--- src/rtl/params_pkg.sv ---
// Shared constants and types for the AXI-Stream byte path.
package params_pkg;

  localparam int unsigned AXIS_DATA_W = 32;
  localparam int unsigned AXIS_BYTE_W = 8;

  typedef struct packed {
    logic                   last;
    logic [AXIS_BYTE_W-1:0] data;
  } axis_byte_t;

endpackage

--- src/rtl/axi_stream_if.sv ---
// AXI-Stream bundle carrying 32-bit beats with tlast.
interface axi_stream_if;
  import params_pkg::*;

  logic                   tvalid;
  logic                   tready;
  logic [AXIS_DATA_W-1:0] tdata;
  logic                   tlast;

  modport master (output tvalid, output tdata, output tlast, input tready);
  modport slave  (input tvalid, input tdata, input tlast, output tready);
endinterface

--- src/rtl/sync_fifo.sv ---
// First-word-fall-through synchronous FIFO with occupancy output.
// Pointers carry one extra bit so full and empty are distinguishable.
module sync_fifo #(
  parameter int unsigned WIDTH = 8,
  parameter int unsigned DEPTH = 8
) (
  input  logic                     clk,
  input  logic                     reset_n,
  input  logic                     push,
  input  logic [WIDTH-1:0]         push_data,
  input  logic                     pop,
  output logic [WIDTH-1:0]         head,
  output logic                     empty,
  output logic                     full,
  output logic [$clog2(DEPTH):0]   level
);
  localparam int unsigned AW = $clog2(DEPTH);
  localparam int unsigned PW = AW + 1;

  logic [WIDTH-1:0] mem [DEPTH];
  logic [PW-1:0]    wr_ptr;
  logic [PW-1:0]    rd_ptr;
  logic             do_push;
  logic             do_pop;

  assign do_push = push && !full;
  assign do_pop  = pop && !empty;

  assign level = wr_ptr - rd_ptr;
  assign empty = (level == '0);
  assign full  = (level == PW'(DEPTH));
  assign head  = mem[rd_ptr[AW-1:0]];

  // Storage array; contents are not reset, only the pointers are.
  always_ff @(posedge clk) begin
    if (do_push) begin
      mem[wr_ptr[AW-1:0]] <= push_data;
    end
  end

  // Read/write pointers, wrapping naturally modulo 2*DEPTH.
  always_ff @(posedge clk) begin
    if (!reset_n) begin
      wr_ptr <= '0;
      rd_ptr <= '0;
    end else begin
      if (do_push) wr_ptr <= wr_ptr + 1'b1;
      if (do_pop)  rd_ptr <= rd_ptr + 1'b1;
    end
  end

endmodule

--- src/rtl/axi_stream_sink.sv ---
// AXI-Stream slave that buffers the low byte and tlast of each beat and
// presents them on a byte-wide valid/ready port; tracks frames and padding.
module axi_stream_sink
  import params_pkg::*;
#(
  parameter int unsigned DEPTH = 8,
  parameter int unsigned CNT_W = 16
) (
  input  logic                   clk,
  input  logic                   reset_n,
  axi_stream_if.slave            axis,
  output logic [AXIS_BYTE_W-1:0] data_out,
  output logic                   data_out_last,
  output logic                   data_out_valid,
  input  logic                   data_out_ready,
  output logic [$clog2(DEPTH):0] fifo_level,
  output logic [CNT_W-1:0]       frame_count,
  output logic                   pad_err,
  input  logic                   clr_status
);
  axis_byte_t wr_byte;
  axis_byte_t head;
  logic       push;
  logic       pop;
  logic       empty;
  logic       full;

  assign wr_byte = '{last: axis.tlast, data: axis.tdata[AXIS_BYTE_W-1:0]};

  // tready comes straight from the registered pointers, never from tvalid.
  assign axis.tready = !full;
  assign push        = axis.tvalid && axis.tready;
  assign pop         = data_out_valid && data_out_ready;

  assign data_out_valid = !empty;
  assign data_out       = head.data;
  // Gated so the flag reads 0 after reset even though storage is not cleared.
  assign data_out_last  = data_out_valid && head.last;

  sync_fifo #(
    .WIDTH ($bits(axis_byte_t)),
    .DEPTH (DEPTH)
  ) u_fifo (
    .clk       (clk),
    .reset_n   (reset_n),
    .push      (push),
    .push_data (wr_byte),
    .pop       (pop),
    .head      (head),
    .empty     (empty),
    .full      (full),
    .level     (fifo_level)
  );

  // Saturating frame counter; clr_status wins over a coincident frame end.
  always_ff @(posedge clk) begin
    if (!reset_n || clr_status) begin
      frame_count <= '0;
    end else if (push && axis.tlast && (frame_count != '1)) begin
      frame_count <= frame_count + 1'b1;
    end
  end

  // Sticky flag for beats carrying non-zero data above the low byte.
  always_ff @(posedge clk) begin
    if (!reset_n || clr_status) begin
      pad_err <= 1'b0;
    end else if (push && (axis.tdata[AXIS_DATA_W-1:AXIS_BYTE_W] != '0)) begin
      pad_err <= 1'b1;
    end
  end

endmodule

--- src/flat_wrapper.sv ---
// flat-port wrapper written by rule: the top's interface ports become plain ports
module axi_stream_sink_flat import params_pkg::*;
#(
  parameter int unsigned DEPTH = 8,
  parameter int unsigned CNT_W = 16
)
  (clk, reset_n, data_out, data_out_last, data_out_valid, data_out_ready, fifo_level, frame_count, pad_err, clr_status, axis_tvalid, axis_tdata, axis_tlast, axis_tready);
  axi_stream_if axis_i ();
  input  logic clk;
  input  logic reset_n;
  output logic [AXIS_BYTE_W-1:0] data_out;
  output logic data_out_last;
  output logic data_out_valid;
  input  logic data_out_ready;
  output logic [$clog2(DEPTH):0] fifo_level;
  output logic [CNT_W-1:0] frame_count;
  output logic pad_err;
  input  logic clr_status;
  input wire logic [$bits(axis_i.tvalid)-1:0] axis_tvalid;
  input wire logic [$bits(axis_i.tdata)-1:0] axis_tdata;
  input wire logic [$bits(axis_i.tlast)-1:0] axis_tlast;
  output wire logic [$bits(axis_i.tready)-1:0] axis_tready;
  assign axis_i.tvalid = axis_tvalid;
  assign axis_i.tdata = axis_tdata;
  assign axis_i.tlast = axis_tlast;
  assign axis_tready = axis_i.tready;
  axi_stream_sink #(.DEPTH(DEPTH), .CNT_W(CNT_W)) u_core (.clk(clk), .reset_n(reset_n), .axis(axis_i), .data_out(data_out), .data_out_last(data_out_last), .data_out_valid(data_out_valid), .data_out_ready(data_out_ready), .fifo_level(fifo_level), .frame_count(frame_count), .pad_err(pad_err), .clr_status(clr_status));
endmodule
--- config.mk ---
export PLATFORM = sky130hd
export DESIGN_NAME = axi_stream_sink_flat
export DESIGN_NICKNAME = d
export VERILOG_FILES = /design/src/rtl/params_pkg.sv /design/src/rtl/axi_stream_if.sv /design/src/rtl/sync_fifo.sv /design/src/rtl/axi_stream_sink.sv /design/src/flat_wrapper.sv
export SDC_FILE = /design/constraint.sdc
export NUM_CORES = 1
export LEC_CHECK = 0
export ABC_AREA = 1
export BUFFER_PORTS_ARGS = -buffer_cell sky130_fd_sc_hd__clkbuf_2
export CORE_MARGIN = 3
export CORE_UTILIZATION = 40
export DETAILED_ROUTE_END_ITERATION = 16
export PLACE_DENSITY = 0.67
export SLEW_MARGIN = 20
export SYNTH_ARGS = -nofsm -noshare
export SYNTH_HDL_FRONTEND = slang
export SYNTH_HIERARCHICAL = 1
export SYNTH_SLANG_ARGS = --single-unit
export TNS_END_PERCENT = 5
--- constraint.sdc ---
create_clock -name clk -period 3.35 [get_ports clk]
set_input_delay 0.1675 -clock clk [delete_from_list [all_inputs] [get_ports clk]]
set_output_delay 0.1675 -clock clk [all_outputs]
set_load 0.02 [all_outputs]
==> results of run 1 <==
==> stage by stage <==
stage	hold slack, ns	setup TNS [ns]
2_1_floorplan	0.2664	0
3_3_place_gp	0.4446	0
3_5_place_dp	0.4436	0
4_1_cts	0.1217	0
5_1_grt	0.1456	-0.5949
6_report	0.1261	0
==> timing repair <==
| action | CTS | global route |
|---|---|---|
| resized for setup | 0 | 1 |
| hold buffers | 0 | 0 |
| setup endpoints to repair | 0 | 47 |
==> flip-flops by register name (all words and copies together) (netlist names), named ones only <==
name,cells
u_core/frame_count,16
u_core/pad_err,1
u_core/u_fifo/mem,72
u_core/u_fifo/rd_ptr,4
u_core/u_fifo/wr_ptr,4
==> synth_stat cells <==
cell type	number
nand2_4	2
inv_2	4
nor2_2	2
nand3_4	3
inv_1	32
nor2_4	4
fa_1	1
o21ai_0	38
nand2_1	70
clkinv_1	1
nor2_1	139
nor3_1	1
nor3b_1	1
xnor2_1	1
nand2_2	4
buf_2	6
a21oi_1	16
o21bai_1	1
dfxtp_1	28
a31oi_1	9
clkbuf_1	2
buf_4	5
a21oi_2	1
o21ai_1	3
ha_1	6
edfxtp_1	72
nor2_8	2
nand3_1	21
nand3_2	3
or2_4	1
nand4_1	1
o22ai_1	9
==> power by group <==
| part | leakage, nW | internal (W) | total (W) | switching [W] |
|---|---|---|---|---|
| Sequential | 0.880 | 0.00148 | 0.00155 | 0.0000704 |
| Combinational | 1.10 | 0.000443 | 0.00139 | 0.000944 |
| Clock | 0.152 | 0.000538 | 0.00103 | 0.000493 |
| Total | 2.13 | 0.00246 | 0.00397 | 0.00151 |
==> final cells by class <==
cell class | count | area (µm²) | share of cell area (%)
Inverter | 37 | 138.9 | 2.586
Clock buffer | 9 | 225.2 | 4.193
Timing Repair Buffer | 71 | 360.3 | 6.709
Sequential cell | 100 | 2723 | 50.69
Clock inverter | 7 | 83.83 | 1.561
Tap cell | 140 | 175.2 | 3.261
Multi-Input combinational cell | 339 | 1665 | 31.00
==> metal layers <==
layer | part of all wire (%) | up-vias
met1 | 45 | 1620
met5 | 0 | -
li1 | - | 1778
met4 | 1.7 | 0
met2 | 49 | 107
met3 | 4.7 | 15
==> cells by family after synthesis <==
family                     after synthesis  synth area share [%]
AOI/OAI and AO/OA                       77                 9.004
xor gates and xnor gates                 1                0.1905
adders and majority gates                7                 2.067
buffers and inverters                   50                 4.652
DFF                                    100                 59.19
and+or+nand+nor                        254                 24.89
==> final timing paths <==
kind	from	to	slack (ns)
setup / recovery	u_core/u_fifo/wr_ptr[0]	u_core/u_fifo/mem[6][5]	0.20
hold / removal	axis_tdata[3]	u_core/u_fifo/mem[6][3]	0.13
setup reg to reg	u_core/u_fifo/wr_ptr[0]	u_core/u_fifo/mem[6][5]	0.20
hold reg to reg	u_core/pad_err	u_core/pad_err	0.47
==> impl_results.md, run 1 <==
* Status: complete, no violations
* Post-Route WL at 9.697 mm
* Die Ht at 113.2 µm
* Synth Area per Inst at 9.406 µm²
* Inst Count DP at 687
* Syn nets at 534
* Setup CP Type: reg -> reg
* Mapped cell area at 4599 µm²
* Worst-Margin Slew at 0.9421 ns
* Hold depth at 1
* Seq/Total Area, Yosys at 59.19%
* WP buf/inv at 6
* Arr. time, crit path at 3.12 ns
* CTS buffer count at 9
* Total congestion overflow at 0
* Largest stage delay on the critical path at 0.67 ns
* Worst-skew pair later-pin latency at 0.34 ns
* # IOs at 70
* Crit path capture type: flop
* Core box area at 11030 µm²
* Syn. warnings at 6
* Commonest non-fill, non-tap cell in the layout: nor2_1
* Top Usage Layer GRT: met2
* Crit-path cells: inv_1 -> ha_1 -> inv_1 -> fa_1 -> nand2_1 -> inv_1 -> nor2_4 -> nor2_8 -> nand3_4 -> inv_1 -> inv_1 -> nand2_1 -> inv_1 -> nand3_2 -> nor2_1
* Worst setup margin at 0.2047 ns
* Layout Utilization at 48.70%
* Yosys reg bits at 100
* Antenna Nets Post-Route at 0
* Drt drc at 0
* Unique masters post-synth at 32
* Clk_skew at 0.01214 ns
* DRT Pass-1 Iters at 4
* Largest net degree at the start of global routing at 37
* Grt met2 use at 26.66%
* Via density per instance at 5.007
* Synth Instances at 489
* Htree depth at 3
* Row Count at 38
* Worst path required time at 3.32 ns
* Commonest cells after routing, fill and taps aside: nor2_1 (138), edfxtp_1 (72), nand2_1 (70)
* Clk root buf: clkbuf_16
* Clk slew on worst S/H paths at 0.08 ns
* Worst Setup Start Kind: flop
* Post-layout total power at 0.003971 W
* CP most frequent cell: inv_1
* Top cell type by total area after synthesis: edfxtp_1
* # diodes at 0
* Endpoints failing setup at 0
* Starting density of the core at 41.70%
* Detailed-route via count at 3520
* Post-detailed-route wirelength per cell at 13.79 µm
* Post-synth top area share at 47.01%
* M3 GR Usage at 2.567%
* Post-route insts no fill at 703
* CP max stage cell: nor2_1
* Fin. Hold Viols at 0
* Gr usage total at 15.53%
* Peak VDD IR at 0.5602 mV
* Clock Tree Buf Depth at 2
* Port buffer count at 69
* Die area at 12820 µm²
* Final-stage net count at 603
* Crit Path Max Fanout at 9
* Period utilization at 93.89%
* # fillers at 1038
* Dpl hpwl at 7.098 mm
* Placed Area at 5060 µm²
* Die Wd at 113.2 µm
* Slew HR at 36.96%
* Min Tclk post-route at 3.145 ns
* Met1 Use GR at 19.73%
* Leakage at 2.131 nW
* Clock Sink Count at 100
* Synth area leaders: edfxtp_1 (47%), dfxtp_1 (12%), nor2_1 (11%), nand2_1 (5.7%), o21ai_0 (4.1%)
* GP Congestion at 0.8215
* First-pass GRT wire length at 15.99 mm
* Pwr/cell area at 739.3 nW/µm²
* Critical Path Stages at 15
* Unrepaired setup endpoints after global routing: true
* Final Cell Area at 5371 µm²
* CTS tree: yes
* Hold crit path type: in -> reg
* DR iter-0 viols at 209
* Family with the most delay on the worst path: simple AND/OR/NAND/NOR gates
* Vias in the first global route at 3461
* Initial antenna violation count at 0
* Final Max Tran Viols at 0
* FF-to-FF path depth at 15
* Max cap viols at 0
* Syn-to-layout area delta at 16.78%
* Worst Setup Slack post-DPL at 0.2092 ns
* Max Clock Freq at 317.9 MHz
* Layout cells sized above 1 at 20.25%
* Post-CTS setup repair buffer count at 0
(Power assumes the default switching activity.)
==> run 2: changes to the inputs <==
--- a/config.mk
+++ b/config.mk
@@ -9,6 +9,7 @@
 export BUFFER_PORTS_ARGS = -buffer_cell sky130_fd_sc_hd__clkbuf_2
 export CORE_MARGIN = 3
 export CORE_UTILIZATION = 40
+export CTS_BUF_LIST = sky130_fd_sc_hd__clkbuf_4
 export DETAILED_ROUTE_END_ITERATION = 16
 export PLACE_DENSITY = 0.67
 export SLEW_MARGIN = 20
==> run 2 against run 1 <==
Cell count increased by 1.0%. Maximum frequency grew 0.17%. First-iteration DRC count down 15%. Critical endpoint is now u_core/u_fifo/mem[6][8]. Largest cell class unchanged. Register-to-register slack about the same.
==> impl_results.md, run 2 (synthesized netlist as in run 1, its figures left out) <==
* Status: complete, no violations
* Worst path required time at 3.46 ns
* Clock Tree Buf Depth at 2
* Final Max Tran Viols at 0
* Arr. time, crit path at 3.25 ns
* Period utilization at 93.73%
* Fin. Hold Viols at 0
* Switching part of the total at 40.80%
* Flop pwr share at 43.4%
* Max Used Layer: met4
* Slew HR at 34.50%
* Largest net degree at the start of global routing at 37
* GP Congestion at 0.8215
* Starting density of the core at 41.70%
* Reg2reg end: u_core/u_fifo/mem[6][8]
* Peak VDD IR at 0.5918 mV
* Crit path capture type: flop
* # IOs at 70
* Post-route insts no fill at 710
* Leakage at 2.091 nW
* Clock Sink Count at 100
* Metal3 WL at 441 µm
* Post-detailed-route wirelength per cell at 13.55 µm
* Inst Count DP at 687
* Initial antenna violation count at 0
* Internal power at 0.002117 W
* Max cap viols at 0
* Clk slew on worst S/H paths at 0.18 ns
* Htree depth at 3
* DR iter-0 viols at 177
* Worst-skew pair later-pin latency at 0.45 ns
* Endpoints failing setup at 0
* Layout cells sized above 1 at 19.82%
* DRT Pass-1 Iters at 4
* Layout Utilization at 47.88%
* M1 wire length at 4.362 mm
* Unrepaired setup endpoints after global routing: true
* Port buffer count at 69
* CTS buffer count at 9
* Min Tclk post-route at 3.140 ns
* Antenna Nets Post-Route at 0
* Pwr/cell area at 677.2 nW/µm²
* FF-to-FF path depth at 15
* Hold depth at 1
* Total congestion overflow at 0
* Die Ht at 113.2 µm
* Number of flip-flops in the largest register at 72
* Vias in the first global route at 3464
* Clk_skew at 0.02527 ns
* Commonest non-fill, non-tap cell in the layout: nor2_1
* Worst hold path endpoint: u_core/u_fifo/mem[4][2]
* Setup CP Type: reg -> reg
* Die area at 12820 µm²
* Reg-to-reg startpoint: u_core/u_fifo/wr_ptr[0]
* Gr usage total at 15.57%
* Die Wd at 113.2 µm
* Post-Route WL at 9.623 mm
* Crit Path Max Fanout at 9
* First-pass GRT wire length at 15.91 mm
* Clk network pwr share at 17.7%
* Row Count at 38
* Via density per instance at 4.961
* Max Clock Freq at 318.5 MHz
* Commonest cells after routing, fill and taps aside: nor2_1 (139), edfxtp_1 (72), nand2_1 (70)
* Worst-Margin Slew at 0.9789 ns
* Hold path start: axis_tdata[2]
* Metal2 WL at 4.656 mm
* Hold slack at 0.01948 ns
* Syn-to-layout area delta at 14.83%
* Dpl hpwl at 7.098 mm
* # diodes at 0
* Net Sw Power at 0.001459 W
* Worst Setup Start Kind: flop
* Drt drc at 0
* CTS tree: yes
* Detailed-route via count at 3522
* Hold crit path type: in -> reg
* Setup slack, reg-to-reg at 0.21 ns
* Combinational power share at 38.9%
* Core box area at 11030 µm²
* Final-stage net count at 610
* CTS-repair resized insts at 0
* Clk root buf: clkbuf_4
## run 2: cell count changes in the layout (fill, tap and decap cells not counted), sizes merged
cell | previous run | this run
dlygate4sd3 | 0 | 7
## run 2: metal layers
metal	GRT usage, %	vias up
li1	-	1791
met1	19.65	1630
met2	26.54	87
met3	2.995	14
met4	5.929	0
met5	0	-
## run 2: how the worst max path moves through the flow
stage | slack (ns) | depth (start not counted) | to | from
after global placement | 0.39 | 15 | u_core/u_fifo/mem[2][7] | u_core/u_fifo/wr_ptr[0]
final | 0.21 | 15 | u_core/u_fifo/mem[6][8] | u_core/u_fifo/wr_ptr[0]
after CTS | 0.18 | 13 | u_core/u_fifo/mem[2][3] | u_core/u_fifo/wr_ptr[0]
after global routing | -0.03 | 15 | u_core/u_fifo/mem[2][7] | u_core/u_fifo/wr_ptr[0]
after floorplan | 0.40 | 13 | u_core/u_fifo/mem[1][0] | u_core/u_fifo/wr_ptr[0]
after detailed placement | 0.21 | 15 | u_core/u_fifo/mem[2][5] | u_core/u_fifo/wr_ptr[0]
## run 2: power groups by stage
stage          Sequential [W]  Clock (W)  Combinational [W]
2_1_floorplan         0.00156          0            0.00105
3_5_place_dp          0.00158          0            0.00139
6_report              0.00155   0.000635            0.00139
5_1_grt               0.00157   0.000714            0.00155
3_3_place_gp          0.00158          0            0.00136
4_1_cts               0.00155   0.000662            0.00140
## run 2: repair_timing
action / 4_1_cts / 5_1_grt
buffers inserted: 0 / 0
endpoints found under the setup margin: 0 / 20
hold buffers: 6 / 1
hold endpoints to repair: 20 / 2
## run 2: area by class of cell
class                           instances  area (µm²)
Timing Repair Buffer                   78       430.4
Inverter                               37       138.9
Tap cell                              140       175.2
Sequential cell                       100        2723
Clock buffer                            9       67.56
Multi-Input combinational cell        339        1663
Fill cell                            1047        5749
Clock inverter                          7       83.83
## run 2: per-stage QoR
step	total power (W)	worst slack (ns)	area, µm²	TNS (ns)
3_3_place_gp	0.002934	0.3896	5060	0
5_1_grt	0.003828	-0.02907	5281	-0.3035
4_1_cts	0.003617	0.1829	5271	0
2_1_floorplan	0.002601	0.4013	4599	0
3_5_place_dp	0.002973	0.2092	5060	0
6_report	0.003576	0.2102	5281	0
## run 2: worst max-delay path, cell delays in order, from the launching register on
cell and delay (ns):
dfxtp_1 0.39, inv_1 0.13, ha_1 0.15, inv_1 0.06, fa_1 0.37, nand2_1 0.08, inv_1 0.06, nor2_4 0.16
nor2_8 0.06, nand3_4 0.13, inv_1 0.05, inv_1 0.09, nand2_1 0.06, inv_1 0.20, nand3_2 0.16, nor2_1 0.67
==> run 3: changes to the inputs <==
--- a/config.mk
+++ b/config.mk
@@ -9,7 +9,7 @@
 export BUFFER_PORTS_ARGS = -buffer_cell sky130_fd_sc_hd__clkbuf_2
 export CORE_MARGIN = 3
 export CORE_UTILIZATION = 40
-export CTS_BUF_LIST = sky130_fd_sc_hd__clkbuf_4
+export CTS_BUF_LIST = sky130_fd_sc_hd__clkbuf_2 sky130_fd_sc_hd__clkbuf_4 sky130_fd_sc_hd__clkbuf_8
 export DETAILED_ROUTE_END_ITERATION = 16
 export PLACE_DENSITY = 0.67
 export SLEW_MARGIN = 20
==> run 3 against run 2 <==
Global-route usage about the same. Hold slack better by 0.073 ns. First-iteration DRC count rose by 24%. Wire length is 0.49% lower. Largest power group unchanged.
==> impl_results.md, run 3 (synthesized netlist as in run 1, its figures left out) <==
* Commonest cells after routing, fill and taps aside: nor2_1 (139), edfxtp_1 (72), nand2_1 (70)
* Clk root buf: clkbuf_8
* Clk slew on worst S/H paths at 0.11 ns
* Starting density of the core at 41.70%
* Die area at 12820 µm²
* Port buffer count at 69
* Crit path capture type: flop
* Final Cell Area at 5268 µm²
* Reg2reg end: u_core/u_fifo/mem[6][5]
* Die Wd at 113.2 µm
* Drt drc at 0
* Switching part of the total at 39.75%
* Commonest non-fill, non-tap cell in the layout: nor2_1
* GP Congestion at 0.8215
* Area of the multi-input gates at 1663 µm²
* Die Ht at 113.2 µm
* Worst-Margin Slew at 0.9457 ns
* Combinational power share at 37.4%
* Internal power at 0.002229 W
* Post-detailed-route wirelength per cell at 13.62 µm
* # hold bufs at CTS at 0
* Slew HR at 36.72%
* # fillers at 1047
* Worst Setup Start Kind: flop
* Total congestion overflow at 0
* Inst Count DP at 687
* Worst path required time at 3.36 ns
* Leakage at 2.085 nW
* Status: complete, no violations
* Endpoints failing setup at 0
* Setup CP Type: reg -> reg
* Register area at 2723 µm²
* CP max stage cell: nor2_1
* WP buf/inv at 6
* Post-Route WL at 9.576 mm
* Hold crit path type: in -> reg
* FF-to-FF path depth at 15
* Post-CTS setup repair buffer count at 0
* Dpl hpwl at 7.098 mm
* Layout Utilization at 47.75%
* Max cap viols at 0
* Clk_skew at 0.01380 ns
* Clk network pwr share at 20.7%
* Syn-to-layout area delta at 14.53%
* # IOs at 70
* Unrepaired setup endpoints after global routing: true
* Layout cells sized above 1 at 20.07%
* CTS-repair resized insts at 0
* Clock Tree Buf Depth at 2
* Max Clock Freq at 318.7 MHz
* Worst-skew pair later-pin latency at 0.36 ns
* Final-stage net count at 603
* Number of flip-flops in the largest register at 72
* Crit Path Max Fanout at 9
* Arr. time, crit path at 3.14 ns
* CTS buffer count at 9
* Net Sw Power at 0.001470 W
* # diodes at 0
* CP most frequent cell: inv_1
* Core box area at 11030 µm²
* Peak VDD IR at 0.5555 mV
* Pwr/cell area at 702.3 nW/µm²
* Detailed-route via count at 3495
* Critical Path Stages at 15
* Htree depth at 3
* Flop pwr share at 42.0%
* Clock Sink Count at 100
* Largest net degree at the start of global routing at 37
* Final Max Tran Viols at 0
* Period utilization at 93.66%
* Antenna Nets Post-Route at 0
* Post-route insts no fill at 703
* DR iter-0 viols at 219
* Row Count at 38
* Vias in the first global route at 3429
* Initial antenna violation count at 0
* Reg-to-reg startpoint: u_core/u_fifo/wr_ptr[0]
* Placed Area at 5060 µm²
* Post-layout total power at 0.003699 W
* Family with the most delay on the worst path: simple AND/OR/NAND/NOR gates
* Via density per instance at 4.972
* Setup crit end: u_core/u_fifo/mem[6][5]
* CTS tree: yes
* Min Tclk post-route at 3.138 ns
* Gr usage total at 15.56%
* Worst Setup SP: u_core/u_fifo/wr_ptr[0]
* First-pass GRT wire length at 15.88 mm
* Largest stage delay on the critical path at 0.66 ns
* DRT Pass-1 Iters at 5
* Crit-path cells: inv_1 -> ha_1 -> inv_1 -> fa_1 -> nand2_1 -> inv_1 -> nor2_4 -> nor2_8 -> nand3_4 -> inv_1 -> inv_1 -> nand2_1 -> inv_1 -> nand3_2 -> nor2_1
* Fin. Hold Viols at 0
* Setup slack, reg-to-reg at 0.21 ns
* Hold depth at 1
==> run 3: cell count changes in the layout (fill, tap and decap cells not counted), sizes merged <==
| cell | change |
|---|---|
| dlygate4sd3 | -7 |
==> run 3: metrics by stage <==
| stage | setup slack, ns | hold WS (ns) | setup TNS (ns) |
|---|---|---|---|
| 4_1_cts | 0.1923 | 0.07807 | 0 |
| 3_5_place_dp | 0.2092 | 0.4436 | 0 |
| 6_report | 0.2125 | 0.09224 | 0 |
| 2_1_floorplan | 0.4013 | 0.2664 | 0 |
| 5_1_grt | -0.02436 | 0.09678 | -0.3785 |
| 3_3_place_gp | 0.3896 | 0.4446 | 0 |
==> run 3: how the worst min path moves through the flow <==
stage                                         end           start  slack [ns]
after global placement             u_core/pad_err  u_core/pad_err        0.44
after floorplan           u_core/u_fifo/mem[0][0]   axis_tdata[0]        0.27
after detailed placement           u_core/pad_err  u_core/pad_err        0.44
after CTS                 u_core/u_fifo/mem[7][3]   axis_tdata[3]        0.08
after global routing      u_core/u_fifo/mem[4][0]   axis_tdata[0]         0.1
final                     u_core/u_fifo/mem[6][3]   axis_tdata[3]        0.09
==> run 3: final cells by class <==
type / count / area share [%]
clock buffers: 9 / 2.352
clock inverters: 7 / 1.591
inverters: 37 / 2.637
multi-input cells: 339 / 31.57
flip-flops and latches: 100 / 51.69
well taps: 140 / 3.325
repair buffers: 71 / 6.841
==> run 3: worst register-to-register path, delay by kind of cell (launching register included) <==
family,cells,cell delay (ns)
adders and majority gates,2,0.53
buffers and inverters,6,0.60
DFF,1,0.37
and+or+nand+nor,7,1.31
==> run 3: routing by layer <==
metal,global-route usage (%),up-vias,wire [µm]
met5,0,-,0
met2,26.50,100,4631
li1,-,1775,-
met4,5.929,0,195
met3,2.995,18,459
met1,19.64,1602,4289
==> run 3: power groups by stage <==
stage / clock network (W) / logic, W / registers [W]
finish: 0.000765 / 0.00138 / 0.00155
global route: 0.000848 / 0.00154 / 0.00157
CTS: 0.000796 / 0.00140 / 0.00155
detailed placement: 0 / 0.00139 / 0.00158
global placement: 0 / 0.00136 / 0.00158
floorplan: 0 / 0.00105 / 0.00156
